File: src/rtl/merge_arbiter.sv
// merge_arbiter: two-input arbiter issuing a select token to a downstream merge.
// Arbitration favours the input granted last until it has received MAX_BURST
// consecutive grants while the other input waits, then hands over.
// Optional build macro MERGE_ARB_STATS_EN adds per-input grant counters
// (grant_cnt0 / grant_cnt1); without it those ports and registers are absent.
module merge_arbiter #(
    parameter int MAX_BURST = 4,
    parameter int CNT_W     = 16
) (
    input  logic clk,
    input  logic rst_n,
    input  logic req0_valid,
    output logic req0_ready,
    input  logic req1_valid,
    output logic req1_ready,
    output logic sel,
    output logic sel_valid,
    input  logic sel_ready,
    output logic busy
`ifdef MERGE_ARB_STATS_EN
    ,
    output logic [CNT_W-1:0] grant_cnt0,
    output logic [CNT_W-1:0] grant_cnt1
`endif
);

    typedef enum logic {
        IDLE  = 1'b0,
        OFFER = 1'b1
    } state_t;

    localparam logic [3:0] MAX_B = 4'(MAX_BURST);

    // Reject out-of-range configurations at elaboration time.
    generate
        if (MAX_BURST < 1 || MAX_BURST > 15) begin : g_bad_max_burst
            $error("merge_arbiter: MAX_BURST must be within 1..15");
        end
        if (CNT_W < 1) begin : g_bad_cnt_w
            $error("merge_arbiter: CNT_W must be at least 1");
        end
    endgenerate

    state_t     state;
    logic       last;
    logic [3:0] burst_cnt;
    logic       any_req;
    logic       winner;
    logic       handshake;

    // Burst counter increment that sticks at MAX_BURST.
    function automatic logic [3:0] sat_inc(input logic [3:0] cnt);
        if (cnt >= MAX_B) begin
            return MAX_B;
        end
        return cnt + 4'd1;
    endfunction

    // A lone requester always wins; on a tie the last winner keeps the grant
    // until its burst is exhausted.
    function automatic logic pick_winner(input logic v0, input logic v1,
                                         input logic lst, input logic [3:0] cnt);
        if (v0 && !v1) begin
            return 1'b0;
        end
        if (v1 && !v0) begin
            return 1'b1;
        end
        return (cnt < MAX_B) ? lst : ~lst;
    endfunction

    // Decision inputs and the combinational grant-consumed acknowledges.
    always_comb begin
        any_req    = req0_valid | req1_valid;
        winner     = pick_winner(req0_valid, req1_valid, last, burst_cnt);
        handshake  = sel_valid & sel_ready;
        req0_ready = handshake & ~sel;
        req1_ready = handshake & sel;
    end

    // IDLE/OFFER controller with registered token outputs and burst tracking.
    always_ff @(posedge clk or negedge rst_n) begin
        if (!rst_n) begin
            state     <= IDLE;
            sel       <= 1'b0;
            sel_valid <= 1'b0;
            busy      <= 1'b0;
            last      <= 1'b0;
            burst_cnt <= 4'd0;
        end else begin
            case (state)
                IDLE: begin
                    if (any_req) begin
                        sel       <= winner;
                        sel_valid <= 1'b1;
                        busy      <= 1'b1;
                        state     <= OFFER;
                        if (winner == last) begin
                            burst_cnt <= sat_inc(burst_cnt);
                        end else begin
                            last      <= winner;
                            burst_cnt <= 4'd1;
                        end
                    end
                end
                OFFER: begin
                    // Token stays put until the merge takes it.
                    if (sel_ready) begin
                        sel_valid <= 1'b0;
                        busy      <= 1'b0;
                        state     <= IDLE;
                    end
                end
                default: begin
                    state <= IDLE;
                end
            endcase
        end
    end

`ifdef MERGE_ARB_STATS_EN
    // Completed-grant counters, wrapping naturally at 2^CNT_W.
    always_ff @(posedge clk or negedge rst_n) begin
        if (!rst_n) begin
            grant_cnt0 <= '0;
            grant_cnt1 <= '0;
        end else begin
            if (req0_ready) begin
                grant_cnt0 <= grant_cnt0 + CNT_W'(1);
            end
            if (req1_ready) begin
                grant_cnt1 <= grant_cnt1 + CNT_W'(1);
            end
        end
    end
`endif

endmodule

File: config.mk
export PLATFORM = sky130hd
export DESIGN_NAME = merge_arbiter
export DESIGN_NICKNAME = d
export VERILOG_FILES = /design/src/rtl/merge_arbiter.sv
export SDC_FILE = /design/constraint.sdc
export NUM_CORES = 1
export LEC_CHECK = 0
export ABC_AREA = 1
export CAP_MARGIN = 20
export CORE_AREA = 3 3 40 42
export CTS_CLUSTER_SIZE = 40
export DETAILED_ROUTE_END_ITERATION = 6
export DIE_AREA = 0 0 43 45
export PLACE_DENSITY = 0.59
export RECOVER_POWER = 25
export SLEW_MARGIN = 15
export SYNTH_ARGS = -nofsm -noshare
export SYNTH_HDL_FRONTEND = slang
export SYNTH_SLANG_ARGS = --single-unit
File: constraint.sdc
create_clock -name clk -period 1.4 [get_ports clk]
set_input_delay 0.28 -clock clk [delete_from_list [all_inputs] [get_ports clk]]
set_output_delay 0.28 -clock clk [all_outputs]
set_load 0.005 [all_outputs]
# --- Word-level counts from Yosys, hierarchy flattened ---
# Cells that the tools add are included.
word_totals:
  word_cells: 47
  reg_bits: 8
  input_bits: 5
  output_inout_bits: 5
op_classes:
  add_sub_neg: 1
  muxes: 21
  magnitude_cmp: 2
  n_reduce_logical: 7
  n_bitwise: 8
  n_eq_ne: 3
op_table:
  columns: ["cell", "count"]
  rows:
  - ["two-way mux 1 bit", 16]
  - ["two-way mux 4 bit", 3]
  - ["adder 4 x 1 -> 4 bit (second input constant)", 1]
  - ["greater-or-equal comparator 4 x 3 -> 1 bit (second input constant)", 1]
  - ["< comparator 4 x 3 -> 1 bit (second input constant)", 1]
  - ["inequality test 2 bit (second input constant)", 2]
  - ["inverter 1 bit", 4]
  - ["one-hot mux 1 bit (2 select lines)", 2]
  - ["AND reduction 2 bit", 2]
  - ["AND 1 bit", 3]
  - ["AND reduction 3 bit", 1]
  - ["logical AND 1 bit", 2]
  - ["logical NOT 1 bit", 2]
  - ["== test 1 bit", 1]
  - ["OR 1 bit", 1]

# --- Depth between registers and ports, before layout ---
depth:
  word_depth: 12
  mapped_depth: 7
  ltp_nobuf: 7

# --- Worst setup path after synthesis ---
# OpenSTA, ideal clock, no wires.
synth_path:
  path_type: "register to register"
  from: "register burst_cnt[0]"
  to: "register burst_cnt[1]"
  path_stages_with_launch: 5
  required_time_ps: 1283
  path_buffers: 0
  path_slack_ps: 387
  arrival_time_ps: 896
  synth_period_minus_slack_ps: 1013
  path_cell_list: "dfrtp_1 ha_1 nor3b_1 nand3_1 nand2_1"
synth_between:
  elab_chain_len: 7
  elab_cells_between_ends: 13
synth_lines:
  columns: ["element", "line", "source"]
  rows:
  - ["start: declaration", "46", "logic [3:0] burst_cnt;"]
  - ["start signal: assignment", "99", "burst_cnt <= sat_inc(burst_cnt);"]
  - ["greater-or-equal comparator 4 x 3 -> 1 bit", "53", "if (cnt >= MAX_B) begin"]
  - ["two-way mux 1 bit", "53", null]
  - ["two-way mux 1 bit", "98", "if (winner == last) begin"]
  - ["two-way mux 1 bit", "93", "if (any_req) begin"]
  - ["two-way mux 1 bit", "91", "case (state)"]
  - ["two-way mux 4 bit", "56", "return cnt + 4'd1;"]
  - ["two-way mux 4 bit *", "98", null]
# Mark *: on every way between the ends. The rest lies on a longest branch, timed or not. The select of a mux whose other input is x is not followed.
# A chain may end at the register's enable or synchronous reset.

# --- Final worst setup path ---
layout_path:
  from: "input sel_ready"
  to: "output req1_ready"
layout_between:
  elab_chain_len: 2
layout_lines:
  columns: ["element", "line", "source"]
  rows:
  - ["start: declaration", "18", "input logic sel_ready,"]
  - ["AND 1 bit", "76", "handshake = sel_valid & sel_ready;"]
  - ["AND 1 bit", "78", "req1_ready = handshake & sel;"]
  - ["end: declaration", "15", "output logic req1_ready,"]
# Every way passes these cells.

==> flow_summary.ini <==
[detailed_routing]
num_vias = 377
antenna_left = 0
routedWlPerCell_um = 10.1
routed_wirelength_um = 837
vias_per_cell = 4.54
drtIter0Drc = 3
first_pass_iters = 4
post-route-drc-count = 0

[grt]
antenna_found_initial = 0
grt_max_degree = 9
grt_pass1_wl_um = 1480
grt_pass1_vias = 347
grt_usage = 0.113
globalRouteOverflowTotal = 0

[yosys]
netlist.top_cell.by_area = dfrtp_1
synthesis.instances = 54
synth_warnings = 0
synthTopCellsByCount = nand2_1, dfrtp_1, nor2_1
ys_seq_elements = 8
yosysMostFrequentCell = nand2_1
ys_async_sr_fraction = 1.00
synth_cell_type_count = 17
synth_area_leaders = dfrtp_1, nand2_1, nor2_1, nand3_1, inv_1
syn-mean-instance-area_um2 = 7.90
yosys.area.top_type_share = 0.469
synth_edf_count = 0
synthFlopType = dfrtp_1
syn_area_um2 = 427
syn-num-nets = 60
ys_seq_area_frac = 0.469

[power_and_ir_drop]
p_clk_frac = 0.181
power_frac_comb = 0.429
p_leak_nw = 0.287
ir_drop_mv = 0.615
switching_share = 0.374
total_power_mw = 0.971
netSwitchingPower_mw = 0.363
powerDensity_nw_per_um2 = 1740
intPower_mw = 0.607
sequentialPowerShare = 0.391

[flow_run]
maxCapViolations = 0

[timing]
worst_pin_slew_ns = 0.370
max_freq_ghz = 0.754
report.final.slew_viol_count = 0
fin_crit_sh = 0.947
finalSetupViolations = 0
slew_headroom = 0.753
fin_skew_ns = 0.00173
setup_ws_ns = 0.0738
timing.final.crit_period_ns = 1.33
hold_violations = 0
rsz0062_at_grt = false

[floorplan]
die_h_um = 45
rows = 13
die_w_um = 43
core-area_um2 = 1280
dieArea_um2 = 1940
boundaryPins = 10
start_util = 0.332

[critical_path]
cp_max_fo = 2
crit_family = buffers and inverters
crit_type = in2out
worstPathArrival_ns = 1.05
cp_cell_sequence = clkdlybuf4s50_1 > nand2_1 > nor2_1 > buf_2
crit_required_ns = 1.12
worst_setup_path_end_kind = output port
startpoint_type = primary input
cp_slowest_cell = clkdlybuf4s50_1
critPathMaxStageDelay_ns = 0.47
path_buf_inv = 2

[clocking]
holdBufCountCts = 0
cts_htree_levels = 1
cts.clk_slew.worst_paths_ns = 0.05
cts_tree = built
numCtsBuffers = 3
cts_root_buf = clkbuf_4
clk_path_buf_depth = 2
cts_sinks = 8
clk_latency_ns = 0.25

[run_status]
status = finished clean

[cells_and_area]
multiInputGateArea_um2 = 189
regArea_um2 = 200
synthToLayoutAreaGrowth_pct = 31.1
design_area_um2 = 559
num_antenna_cells = 0
fin_nets = 76
nFillCells = 138
final_core_util = 0.435
drive_above_1_share = 0.221

[placed_design]
placed_cell_area_um2 = 551
dp_slack_ns = -0.323
post-dp-hpwl_um = 655
io_buffers = 9
gp_congestion = 0.760

[worst_hold_path]
hold_class = in2async
==> final timing paths <==
path                                    from  cells after the start      endpoint  slack [ns]
max in group asynchronous              rst_n                      1         state        0.76
worst max-delay path               sel_ready                      4    req1_ready        0.07
min in group clk                       state                      1          busy        0.45
worst max register to register  burst_cnt[2]                      6  burst_cnt[2]        0.32
worst min register to register         state                      1          busy        0.45
worst min-delay path                   rst_n                      1  burst_cnt[0]        0.37
==> per-stage QoR <==
stage / std cells / setup TNS, ns / hold WS (ns)
after global placement: 80 / -1.00 / 0.446
after detailed placement: 80 / -1.04 / 0.445
after CTS: 83 / -0.0200 / 0.318
after floorplan: 54 / 0 / -0.0156
final: 83 / 0 / 0.375
after global routing: 83 / 0 / 0.404
==> per-layer routing <==
metal | global-route usage | part of all wire
met5 | 0 | 0
met4 | 0.127 | 0.049
met3 | 0.0558 | 0.033
met2 | 0.153 | 0.43
met1 | 0.121 | 0.49
==> cell type report <==
class | instances | share of cell area
Sequential cell | 8 | 0.358
Multi-Input combinational cell | 37 | 0.338
Clock buffer | 3 | 0.0403
Inverter | 8 | 0.0537
Tap cell | 15 | 0.0336
Timing Repair Buffer | 12 | 0.177
==> placed cells by master (no fill, tap or decap), drive strengths merged <==
cell type,n
o21ai,4
buf,5
nor2,8
clkdlybuf4s50,3
a21oi,2
nand3,6
nand2,12
dfrtp,8
clkbuf,3
dlygate4sd3,1
nor3b,1
o211ai,2
dlygate4sd2,3
inv,8
nor3,1
ha,1
==> flip-flops by register name, indices dropped and copies added, names as in the netlist <==
| signal | cells |
|---|---|
| sel | 1 |
| last | 1 |
| burst_cnt | 4 |
| busy | 1 |
| state | 1 |
==> power groups by stage <==
| stage | logic [mW] | registers, mW | clock network (mW) |
|---|---|---|---|
| floorplan | 0.290 | 0.377 | 0 |
| global placement | 0.454 | 0.384 | 0 |
| global route | 0.480 | 0.389 | 0.203 |
| CTS | 0.430 | 0.380 | 0.187 |
| detailed placement | 0.461 | 0.385 | 0 |
| finish | 0.416 | 0.379 | 0.175 |
==> cells by family after synthesis <==
logic type / synth area share
DFF: 0.469
buffers and inverters: 0.0880
AOI/OAI and AO/OA: 0.114
and+or+nand+nor: 0.299
adders and majority gates: 0.0293
==> repair_timing <==
item,in CTS,in global routing
setup endpoints to repair,5,2
pin swaps,1,2
setup buffers,0,0
resized for setup,10,1
Power figures use the tool's default switching activity.
